==> src/rtl/beat_pkg.sv <==
// Shared definitions for the beat link (generator and decoder sides).
//   - Default tempo parameters (BASE_CYC, TOL, LOCK_CNT, CNT_W).
//   - nominal_period(): clocks between beats for a tempo code.
//   - Decoder FSM state encoding and the classifier result struct.
package beat_pkg;

    localparam int BASE_CYC_DEF = 16;
    localparam int TOL_DEF      = 2;
    localparam int LOCK_CNT_DEF = 3;
    localparam int CNT_W_DEF    = 8;

    typedef enum logic [1:0] {
        IDLE   = 2'd0,
        ACQ    = 2'd1,
        LOCKED = 2'd2
    } beat_state_e;

    typedef struct packed {
        logic       match;
        logic [2:0] code;
    } beat_class_t;

    // Code 7 is the fastest tempo; code 0 the slowest.
    function automatic int nominal_period(input int base_cyc, input int code);
        return base_cyc * (8 - code);
    endfunction

endpackage

==> src/rtl/beat_decoder_if.sv <==
// Signal bundle between a beat source/observer and the beat decoder.
//   pulse       : beat train into the decoder (asynchronous to clk)
//   S           : recovered tempo code
//   locked      : decoder is in LOCKED
//   led         : registered copy of locked
//   code_strobe : one-cycle pulse when S is (re)loaded
//   err         : one-cycle pulse on bad interval or timeout
//   dbg_state   : decoder FSM state, for observation only
// master = the side driving pulse; slave = the decoder.
interface beat_decoder_if;
    import beat_pkg::*;

    logic        pulse;
    logic [2:0]  S;
    logic        locked;
    logic        led;
    logic        code_strobe;
    logic        err;
    beat_state_e dbg_state;

    modport master (
        output pulse,
        input  S, locked, led, code_strobe, err, dbg_state
    );

    modport slave (
        input  pulse,
        output S, locked, led, code_strobe, err, dbg_state
    );

endinterface

==> src/rtl/beat_classify.sv <==
// Combinational interval classifier.
//   iv_i  : measured rising-to-rising interval in clocks
//   cls_o : match=1 and code=k when |iv_i - N_k| <= TOL for some k
// With 2*TOL < BASE_CYC the tolerance windows never overlap, so at most
// one comparator can hit and the encoder below needs no real priority.
module beat_classify
    import beat_pkg::*;
#(
    parameter int BASE_CYC = BASE_CYC_DEF,
    parameter int TOL      = TOL_DEF,
    parameter int CNT_W    = CNT_W_DEF
) (
    input  logic [CNT_W-1:0] iv_i,
    output beat_class_t      cls_o
);

    localparam logic signed [CNT_W:0] TOL_S = (CNT_W+1)'(TOL);

    logic [7:0] hit;

    for (genvar k = 0; k < 8; k++) begin : g_cmp
        localparam int                    NK   = nominal_period(BASE_CYC, k);
        localparam logic signed [CNT_W:0] NK_S = (CNT_W+1)'(NK);

        // One extra bit so iv - N_k can go negative without wrapping.
        logic signed [CNT_W:0] diff;

        assign diff   = $signed({1'b0, iv_i}) - NK_S;
        assign hit[k] = (diff <= TOL_S) && (diff >= -TOL_S);
    end

    always_comb begin
        cls_o = '0;
        for (int k = 0; k < 8; k++) begin
            if (hit[k]) begin
                cls_o.match = 1'b1;
                cls_o.code  = 3'(k);
            end
        end
    end

endmodule

==> src/rtl/beat_decoder.sv <==
// Beat link receiver: measures the spacing of rising edges on pulse and
// recovers the tempo code the generator used.
// Ports:
//   clk   : single clock, rising edge
//   reset : asynchronous, active-low; clears all state
//   bus   : beat_decoder_if.slave (pulse in; S, locked, led, code_strobe,
//           err, dbg_state out)
// An edge is seen two clocks after pulse is first sampled high; locked,
// code_strobe and err are registered one clock after that edge; led lags
// locked by one more clock.
module beat_decoder
    import beat_pkg::*;
#(
    parameter int BASE_CYC = BASE_CYC_DEF,
    parameter int TOL      = TOL_DEF,      // must satisfy 2*TOL < BASE_CYC
    parameter int LOCK_CNT = LOCK_CNT_DEF,
    parameter int CNT_W    = CNT_W_DEF     // must hold 8*BASE_CYC+TOL+1
) (
    input  logic          clk,
    input  logic          reset,
    beat_decoder_if.slave bus
);

    localparam int MCNT_W = $clog2(LOCK_CNT + 1);

    // Longest legal interval is N_0+TOL; one clock past that is a dead link.
    localparam logic [CNT_W-1:0] TIMEOUT_IV =
        CNT_W'(nominal_period(BASE_CYC, 0) + TOL + 1);

    // Input synchroniser and edge detector
    logic [1:0] sync_q;
    logic       dly_q;
    logic       beat_edge;

    // Interval counter
    logic [CNT_W-1:0] iv_q, iv_d;
    beat_class_t      cls;
    logic             timeout;

    // FSM and output registers
    beat_state_e      state_q, state_d;
    logic [2:0]       cand_q, cand_d;
    logic [MCNT_W-1:0] mcnt_q, mcnt_d;
    logic [2:0]       s_q, s_d;
    logic             strobe_q, strobe_d;
    logic             err_q, err_d;
    logic             led_q;
    logic             locked_w;

    assign beat_edge = sync_q[1] & ~dly_q;

    // Interval as seen on an edge equals the rising-to-rising spacing:
    // the edge cycle reloads 1, every other cycle counts up, stopping at
    // all-ones so an idle link never wraps back into a legal window.
    always_comb begin
        if (beat_edge) begin
            iv_d = CNT_W'(1);
        end else if (&iv_q) begin
            iv_d = iv_q;
        end else begin
            iv_d = iv_q + CNT_W'(1);
        end
    end

    beat_classify #(
        .BASE_CYC (BASE_CYC),
        .TOL      (TOL),
        .CNT_W    (CNT_W)
    ) u_classify (
        .iv_i  (iv_q),
        .cls_o (cls)
    );

    // An edge arriving in the timeout cycle is measured instead.
    assign timeout = (state_q != IDLE) && (iv_q == TIMEOUT_IV) && !beat_edge;

    // State register
    always_ff @(posedge clk or negedge reset) begin
        if (!reset) begin
            sync_q   <= 2'b00;
            dly_q    <= 1'b0;
            iv_q     <= '0;
            state_q  <= IDLE;
            cand_q   <= 3'd0;
            mcnt_q   <= '0;
            s_q      <= 3'd0;
            strobe_q <= 1'b0;
            err_q    <= 1'b0;
            led_q    <= 1'b0;
        end else begin
            sync_q   <= {sync_q[0], bus.pulse};
            dly_q    <= sync_q[1];
            iv_q     <= iv_d;
            state_q  <= state_d;
            cand_q   <= cand_d;
            mcnt_q   <= mcnt_d;
            s_q      <= s_d;
            strobe_q <= strobe_d;
            err_q    <= err_d;
            led_q    <= locked_w;
        end
    end

    // Next-state logic
    always_comb begin
        state_d  = state_q;
        cand_d   = cand_q;
        mcnt_d   = mcnt_q;
        s_d      = s_q;
        strobe_d = 1'b0;
        err_d    = 1'b0;

        unique case (state_q)
            IDLE: begin
                // The spacing before the first edge is unknown, so this
                // edge only opens the first measurement.
                if (beat_edge) begin
                    state_d = ACQ;
                    cand_d  = 3'd0;
                    mcnt_d  = '0;
                end
            end

            ACQ: begin
                if (beat_edge) begin
                    if (cls.match && cls.code == cand_q) begin
                        mcnt_d = mcnt_q + MCNT_W'(1);
                        if (mcnt_q == MCNT_W'(LOCK_CNT - 1)) begin
                            state_d  = LOCKED;
                            s_d      = cand_q;
                            strobe_d = 1'b1;
                        end
                    end else if (cls.match) begin
                        cand_d = cls.code;
                        mcnt_d = MCNT_W'(1);
                    end else begin
                        mcnt_d = '0;
                        err_d  = 1'b1;
                    end
                end else if (timeout) begin
                    state_d = IDLE;
                    err_d   = 1'b1;
                end
            end

            LOCKED: begin
                if (beat_edge) begin
                    if (cls.match && cls.code != s_q) begin
                        // A clean interval of another tempo already counts
                        // as the first vote for the new code.
                        state_d = ACQ;
                        cand_d  = cls.code;
                        mcnt_d  = MCNT_W'(1);
                    end else if (!cls.match) begin
                        state_d = ACQ;
                        mcnt_d  = '0;
                        err_d   = 1'b1;
                    end
                end else if (timeout) begin
                    state_d = IDLE;
                    err_d   = 1'b1;
                end
            end

            default: begin
                state_d = IDLE;
            end
        endcase
    end

    // Output logic
    always_comb begin
        locked_w        = (state_q == LOCKED);
        bus.S           = s_q;
        bus.locked      = locked_w;
        bus.led         = led_q;
        bus.code_strobe = strobe_q;
        bus.err         = err_q;
        bus.dbg_state   = state_q;
    end

endmodule

==> src/flat_wrapper.sv <==
// flat-port wrapper written by rule: the top's interface ports become plain ports
module beat_decoder_flat import beat_pkg::*;
#(
    parameter int BASE_CYC = BASE_CYC_DEF,
    parameter int TOL      = TOL_DEF,                                      
    parameter int LOCK_CNT = LOCK_CNT_DEF,
    parameter int CNT_W    = CNT_W_DEF                                  
)
  (clk, reset, bus_pulse, bus_S, bus_locked, bus_led, bus_code_strobe, bus_err, bus_dbg_state);
  beat_decoder_if bus_i ();
  input  logic clk;
  input  logic reset;
  input wire logic [$bits(bus_i.pulse)-1:0] bus_pulse;
  output wire logic [$bits(bus_i.S)-1:0] bus_S;
  output wire logic [$bits(bus_i.locked)-1:0] bus_locked;
  output wire logic [$bits(bus_i.led)-1:0] bus_led;
  output wire logic [$bits(bus_i.code_strobe)-1:0] bus_code_strobe;
  output wire logic [$bits(bus_i.err)-1:0] bus_err;
  output wire logic [$bits(bus_i.dbg_state)-1:0] bus_dbg_state;
  assign bus_i.pulse = bus_pulse;
  assign bus_S = bus_i.S;
  assign bus_locked = bus_i.locked;
  assign bus_led = bus_i.led;
  assign bus_code_strobe = bus_i.code_strobe;
  assign bus_err = bus_i.err;
  assign bus_dbg_state = bus_i.dbg_state;
  beat_decoder #(.BASE_CYC(BASE_CYC), .TOL(TOL), .LOCK_CNT(LOCK_CNT), .CNT_W(CNT_W)) u_core (.clk(clk), .reset(reset), .bus(bus_i));
endmodule
==> config.mk <==
export PLATFORM = sky130hd
export DESIGN_NAME = beat_decoder_flat
export DESIGN_NICKNAME = d
export VERILOG_FILES = /design/src/rtl/beat_pkg.sv /design/src/rtl/beat_decoder_if.sv /design/src/rtl/beat_classify.sv /design/src/rtl/beat_decoder.sv /design/src/flat_wrapper.sv
export SDC_FILE = /design/constraint.sdc
export NUM_CORES = 1
export LEC_CHECK = 0
export CORE_MARGIN = 2
export CORE_UTILIZATION = 35
export CTS_BUF_LIST = sky130_fd_sc_hd__clkbuf_4
export CTS_CLUSTER_DIAMETER = 60
export DETAILED_ROUTE_END_ITERATION = 7
export MAX_ROUTING_LAYER = met4
export PLACE_DENSITY = 0.51
export SYNTH_ARGS = -nofsm -noshare
export SYNTH_HDL_FRONTEND = slang
export SYNTH_SLANG_ARGS = --single-unit
==> constraint.sdc <==
create_clock -name clk -period 10.01 [get_ports clk]
set_input_delay 3.003 -clock clk [delete_from_list [all_inputs] [get_ports clk]]
set_output_delay 3.003 -clock clk [all_outputs]
set_load 0.03 [all_outputs]
==> results of run 1 <==
==> worst max-delay path by stage <==
stage | startpoint | end | slack, ns | depth (start not counted)
6_report | u_core.bus.dbg_state[0]$_DFFE_PN0P_ | bus_locked | 5.02 | 3
3_5_place_dp | u_core.bus.dbg_state[0]$_DFFE_PN0P_ | bus_locked | 5.40 | 3
3_3_place_gp | u_core.bus.dbg_state[0]$_DFFE_PN0P_ | bus_locked | 5.40 | 3
4_1_cts | u_core.bus.dbg_state[0]$_DFFE_PN0P_ | bus_locked | 5.00 | 3
5_1_grt | u_core.bus.dbg_state[0]$_DFFE_PN0P_ | bus_locked | 4.90 | 3
2_1_floorplan | u_core.bus.dbg_state[0]$_DFFE_PN0P_ | bus_locked | 5.90 | 2
==> metal layers <==
metal	wire, µm	vias up
met4	26	0
met1	2250	802
li1	-	787
met3	90	2
met5	0	-
met2	1970	26
==> state kept, by name, summed over array words and instances (netlist names) <==
signal                  cells
u_core.bus.S                3
u_core.bus.code_strobe      1
u_core.bus.dbg_state        2
u_core.bus.err              1
u_core.bus.led              1
u_core.cand_q               3
u_core.dly_q                1
u_core.iv_q                 8
u_core.mcnt_q               2
u_core.sync_q               2
==> worst max-delay path, stage by stage, from the launching register on <==
cell and delay (ns):
dfrtp_1 0.45, inv_1 0.16, ha_1 0.34, clkdlybuf4s50_1 0.73
==> area by class of cell <==
cell class                      instances  share of cell area
Timing Repair Buffer                   12              0.0554
Tap cell                               72              0.0425
Sequential cell                        24               0.283
Inverter                               13              0.0230
Clock buffer                            3              0.0106
Clock inverter                          1             0.00177
Multi-Input combinational cell        164               0.584
==> layout by cell type, fill, tap and decap left out, types with 5 or more instances in the layout <==
cell type | synthesis | final
nand3_1 | 7 | 7
a21oi_1 | 10 | 10
dfrtp_1 | 24 | 24
nor2_1 | 8 | 8
o21ai_0 | 8 | 8
clkdlybuf4s50_1 | 0 | 11
or3_1 | 5 | 5
nand4_1 | 6 | 6
ha_1 | 15 | 15
xnor2_1 | 9 | 9
nand2_1 | 15 | 15
and3_1 | 7 | 7
inv_1 | 13 | 13
nor3_1 | 7 | 7
==> cell families (layout without fill, tap and decap cells) <==
kind of cell,count (synthesis),after routing
xor+xnor,12,12
mux,8,8
simple gates,83,83
fa+ha+maj,15,15
compound gates,46,46
flops,24,24
buf+inv,27,29
==> power by group <==
group | switching (mW) | internal, mW
sequential | 0.0249 | 0.111
combinational | 0.0977 | 0.0677
clock | 0.0284 | 0.0146
==> per-stage QoR <==
step	setup slack, ns	utilization	power, mW	instances
after floorplan	5.90	-	0.254	215
after global placement	5.40	0.383	0.303	285
after detailed placement	5.40	0.383	0.299	285
after CTS	5.00	0.388	0.347	289
after global routing	4.90	0.388	0.372	289
final	5.02	0.388	0.344	289
==> results.txt, run 1 <==
The run finished with clean final reports. The post-CTS setup repair buffer count is 0. The analysis attributes to cell leakage a power of 0.909 nW. The via count of the first global-routing pass came out at 1480. The adder and majority cell fraction of the synthesized area came out at 0.0954.

The area of the core came out at 0.00547 mm². The clock tree root buffer cell is clkbuf_4. The path category of the worst min-delay check is reg -> reg.

The cell area after layout is 0.00212 mm². Setup violations remaining at the end of the flow were counted as 0. For this design the top-level I/O count stands at 12. The endpoint class of the critical path is an output port. STA classifies the critical path startpoint as a flip-flop.

The initial DRC count is 94. The wire length of the first global-routing pass came out at 7.37 mm. The final critical delay including setup and external delays came out at 4.99 ns. The multiplexer fraction of the synthesized cell area came out at 0.0496.

The number of storage elements in the synthesis netlist is 24. The insertion delay of the later-clocked pin in the worst-skew pair came out at 0.31 ns. The per-cell via count in the routed design came out at 5.60.

For this run, design rule violations remaining after detail routing come to 0. The area of the mapped netlist is 0.00197 mm². CTS built an H-tree with a depth of 1. Sorting the synthesized cells by how often they occur yields 24 x dfrtp_1, 15 x ha_1, 15 x nand2_1. dfrtp_1 takes more of the synthesized area than any other cell.

Before antenna repair, the detailed router went through 4 iterations. The number of core rows is 27. The final hold slack came out at between 0.3 and 0.4 ns. The instance count along the most critical hold path came out at 0.

The detailed-placement wirelength estimate is around 3.1 mm. Setup slack on the worst reg-to-reg path comes out at 6.15 ns. The register area is between 600 and 700 µm². The critical path class is reg -> out.

The startpoint of the lowest-slack register-to-register path is u_core.iv_q[6]$_DFFE_PN0P_. The sequential cell area fraction in the yosys report came out at 0.305. The post-detailed-route count of antenna-violating nets is 0.

The clock transition at the register clock pins on the worst setup and hold paths after CTS came out at around 0.13 ns. The gate count after technology mapping came out at 215. The most repeated cell in the gate-level netlist after synthesis is dfrtp_1.

The maximum clock insertion buffer count is 2. The met1 usage came out at 0.223. The area share of xor/xnor cells in the synthesized design came out at 0.0534. The total negative slack came out at 0 ns.

The layout cell share with drive strength beyond 1 is 0.101. The count of filler cells inserted in the layout is 562. In this run, post-CTS repair resized a total of 0 instances. The sum of routed wire length over all layers came out at 4.34 mm. In the global route stage, met2 resource usage came out at 0.221. The die is approximately 79 µm tall. VDD sags by at most ~0.00013 V. Across the run, the number of max-cap violations was 0.

Setup repair after global routing left no endpoint under its margin. The number of antenna repair diodes is 0. The routability congestion estimate came out at 0.818. Summing all multi-input logic gate instances after layout gives 0.00124 mm². By area the synthesized netlist is led by dfrtp_1 31%, ha_1 9.5%, xnor2_1 4.0%. Dividing the final minimum period by the clock period gives 0.499. The fraction of post-synthesis cell area in the top cell type by area is 0.305. The async set-or-reset flop fraction in the synthesized netlist came out at 1.00. The simple-gate share of the synthesized area is 0.253. Each instance of the synthesized netlist takes up on average 9.15 µm². The area added between synthesis and finish came out at 7.89%. Hold repair after CTS inserted 0 buffers. The worst path required time is about 7 ns. The global-route usage over all layers came out at 0.150. The transition at the pin with the smallest max-transition slack came out at 0.704 ns. Counting cells, the worst reg-to-reg path comes to 12. After detailed placement, the total cell area comes to 0.00210 mm². The startpoint of the worst hold path is u_core.sync_q[0]$_DFF_PN0_. The compound-gate portion of the synthesized area is 0.179. The warning count from the yosys run came out at 0. The number of nets in the synthesized netlist is approximately 230.

The effective utilization at floorplan came out at 0.359. The total congestion overflow after global routing came out at 0. The number of nets in the finished design came out at between 200 and 250. The main flop type after synthesis is dfrtp_1. The TritonCTS buffer count came out at 3. The busiest metal layer after global routing is met1. Headroom to the max-slew limit came out at 0.529. The endpoint identified for the worst register-to-register timing path is u_core.bus.dbg_state[0]$_DFFE_PN0P_. The post-route clock skew came out at 0.00350 ns. In this run the power density over the cells is 162 mW/mm². The number of vias after detailed routing came out at 1617. By area, the combinational part of the netlist is dominated by simple AND/OR/NAND/NOR gates. TritonCTS built the clock tree. The die area came out at 0.00624 mm². The peak fanout along the critical path came out at 8.

For this run, global-route usage on met3 was measured as 0.0148. The detail-routed net length per standard cell is 15.0 µm. In this run, distinct cell masters in the synthesized netlist total 63. The upper clock frequency limit came out at 0.200 GHz. The clock net in this run drives a total of 24 sinks.

The initial antenna violation count is 0. The destination of the worst hold path is u_core.sync_q[1]$_DFF_PN0_. In this run, synthesis inferred 0 flip-flops with an integrated enable. The number of hold violations in the final report came out at 0. The die is just under 80 µm wide. The port buffer count is 11. Entering global routing, the biggest net connects 25 pins. The count of pins over their slew limit came out at 0. The data arrival time of the critical path is 1.99 ns.
Power figures use the tool's default switching activity.
==> run 2: changes to the inputs <==
==> constraint.sdc (replaced) <==
create_clock -name clk -period 5 [get_ports clk]
set_input_delay 1.5 -clock clk [delete_from_list [all_inputs] [get_ports clk]]
set_output_delay 1.5 -clock clk [all_outputs]
set_load 0.03 [all_outputs]
==> results.txt, run 2 (synthesized netlist as in run 1, its figures left out) <==
The overall power consumption is 0.739 mW (was 0.344 mW). The die boundary width is 79.0 µm (unchanged). The total net switching power is 0.299 mW (was 0.151 mW). The critical path class is reg -> reg (was reg -> out). The port buffer count is 11 (unchanged). The number of flip-flops under the largest register name came to 8 (unchanged). The clock transition at the register clock pins on the worst setup and hold paths after CTS came to 0.15 ns (was 0.13 ns). The initial DRC count was 88 (was 94). The data arrival time of the critical path is 4.04 ns (was 1.99 ns).

The number of vias after detailed routing came out at 1575 (was 1617). The sum of routed wire length over all layers came out at 4.29 mm (was 4.34 mm). The number of antenna repair diodes came to 0 (unchanged). The detailed-placement wirelength estimate came to 3.23 mm (was 3.12 mm). The per-cell via count in the routed design is 5.43 (was 5.60). The leakage power is 0.927 nW (was 0.909 nW).

The most common cell after layout, fill and taps aside was dfrtp_1 (unchanged). The maximum number of pins on one net before global-route repair came out at 25 (unchanged). The post-route clock skew was 0.0129 ns (was 0.00350 ns).

Derived from the worst setup path, the maximum achievable clock frequency is 0.261 GHz. The global-route usage over all layers came out at 0.154 (was 0.150). The peak fanout along the critical path was 23 (was 8). The wire length of the first global-routing pass came out at 7.58 mm (was 7.37 mm).

The number of levels in the clock H-tree was 1 (unchanged). RSZ-0062 raised after global routing: no (unchanged). The clock tree root buffer cell is clkbuf_4 (unchanged). The height of the die came out at 79.0 µm (unchanged). The effective utilization at floorplan came out at 0.359 (unchanged).

The maximum resistive drop on vdd is 0.000217 V (was 0.000126 V). The internal power is 0.439 mW (was 0.193 mW). Of the available clock period, the critical path in the final layout requires 0.765. The relative slew slack came out at 0.271 (was 0.529). The initial antenna violation count was 0 (unchanged).

The fraction of power spent switching nets came out at 0.405 (was 0.439). The total congestion overflow after global routing was 0 (unchanged). The total of max-cap violations came out at 0 (unchanged).

The count of pins over their slew limit came out at 0 (unchanged). The sequential share of power came out at 0.370 (was 0.395). The startpoint class of the critical path is a flip-flop (unchanged). The via count of the first global-routing pass came out at 1549 (was 1480).

The hold buffer count at CTS is 0 (unchanged). The combinational share of power is 0.435 (was 0.480). Highest-count cells in the layout ignoring fill and taps: 24 x dfrtp_1, 15 x nand2_1, 15 x ha_1 (unchanged).

The path category of the worst min-delay check is reg -> reg (unchanged). The layout cell share with drive strength beyond 1 is 0.110 (was 0.101). The routability congestion estimate came out at 0.864 (was 0.818).

The detail-routed net length per standard cell came to 14.8 µm (was 15.0 µm). The post-detailed-route count of antenna-violating nets is 0 (unchanged). The number of core rows came out at 27 (unchanged).

The count of filler cells inserted in the layout came out at 585 (was 562). The area of the core is 0.00547 mm² (unchanged). The top register by number of flip-flops is u_core.iv_q (unchanged). The number of DRC violations after detailed routing is 0 (unchanged). The worst path required time came out at 5.22 ns (was 7.01 ns). The post-CTS setup repair buffer count came out at 0 (unchanged). The number of failing setup endpoints in the final timing report is 0 (unchanged). The final critical delay including setup and external delays is 3.83 ns.

The maximum clock insertion buffer count was 2 (unchanged). The TritonCTS clock tree was done (unchanged). Run status: finished clean (unchanged). The number of hold violations in the final report came out at 0 (unchanged). The number of nets in the finished design came out at 237 (was 236).

The number of iterations in the first detailed-routing pass is 4 (unchanged). The I/O pin total is 12 (unchanged). The die area came out at 0.00624 mm² (unchanged). The insertion delay of the later-clocked pin in the worst-skew pair came out at 0.33 ns (was 0.31 ns).

The clock network fraction of design power is 0.195 (was 0.125). The post-cts resize count came out at 0 (unchanged). The TritonCTS buffer count is 3 (unchanged). The total negative slack is 0 ns (unchanged). The power per standard cell area came out at 343 mW/mm² (was 162 mW/mm²). The clock sink total came to 24 (unchanged). The area added between synthesis and finish is 9.61% (was 7.89%). The endpoint class of the critical path is a flip-flop (was output port). The transition at the pin with the smallest max-transition slack came out at 1.09 ns (was 0.704 ns).
-- run 2: changes by cell type in the layout (fill, tap and decap cells not counted) --
cell and delta:
buf_4 +1, bufinv_16 +1, clkinv_1 -1
-- run 2: path summary, 6_finish.rpt --
path                       depth (start not counted)                            to  slack, ns                        from
setup / recovery                                  12   u_core.bus.S[2]$_DFFE_PN0P_       1.17  u_core.iv_q[6]$_DFFE_PN0P_
hold / removal                                     0    u_core.sync_q[1]$_DFF_PN0_       0.37  u_core.sync_q[0]$_DFF_PN0_
setup reg to reg                                  12   u_core.bus.S[2]$_DFFE_PN0P_       1.17  u_core.iv_q[6]$_DFFE_PN0P_
hold reg to reg                                    0    u_core.sync_q[1]$_DFF_PN0_       0.37  u_core.sync_q[0]$_DFF_PN0_
max in group asynchronous                          1  u_core.cand_q[1]$_DFFE_PN0P_       2.59                       reset
min in group asynchronous                          1    u_core.sync_q[1]$_DFF_PN0_       1.74                       reset
-- run 2: power groups by stage --
stage	combinational, mW	clock, mW	sequential, mW
finish	0.321	0.144	0.273
global route	0.358	0.157	0.282
CTS	0.323	0.150	0.273
detailed placement	0.321	0	0.276
global placement	0.327	0	0.277
floorplan	0.236	0	0.272
-- run 2: layout make-up --
cell class / count / area [µm²] / area share
clock buffers: 3 / 22.5 / 0.0104
clock inverters: 1 / 30.0 / 0.0139
inverters: 13 / 48.8 / 0.0226
multi-input cells: 164 / 1240 / 0.575
flip-flops and latches: 24 / 601 / 0.279
well taps: 72 / 90.1 / 0.0418
repair buffers: 13 / 125 / 0.0580
-- run 2: per-stage QoR --
step / instances / setup slack (ns) / hold slack, ns / area, µm² / util
after global placement: 286 / 1.12 / 0.336 / 2100 / 0.384
after global routing: 290 / 0.786 / 0.378 / 2160 / 0.394
after floorplan: 215 / 1.69 / 0.331 / 1970 / -
final: 290 / 1.17 / 0.372 / 2160 / 0.394
after CTS: 290 / 1.17 / 0.376 / 2160 / 0.394
after detailed placement: 286 / 1.23 / 0.341 / 2100 / 0.384
-- run 2: layer usage --
metal / vias up / track usage / part of all wire
met2: 27 / 0.225 / 0.45
met4: 0 / 0.0448 / 0.0098
met3: 4 / 0.0205 / 0.021
li1: 788 / - / -
met1: 756 / 0.223 / 0.52
met5: - / - / 0
-- run 2: worst max-delay path: stages (launching register included) --
cell and delay [ns]:
dfrtp_1 0.81, inv_1 0.26, ha_1 0.32, and2b_1 0.26
nor3b_1 0.07, o211ai_2 0.20, o41ai_2 0.12, nor4_2 0.43
xor2_1 0.22, and3_1 0.22, and3_1 0.17, and3_1 0.31
mux2_4 0.32
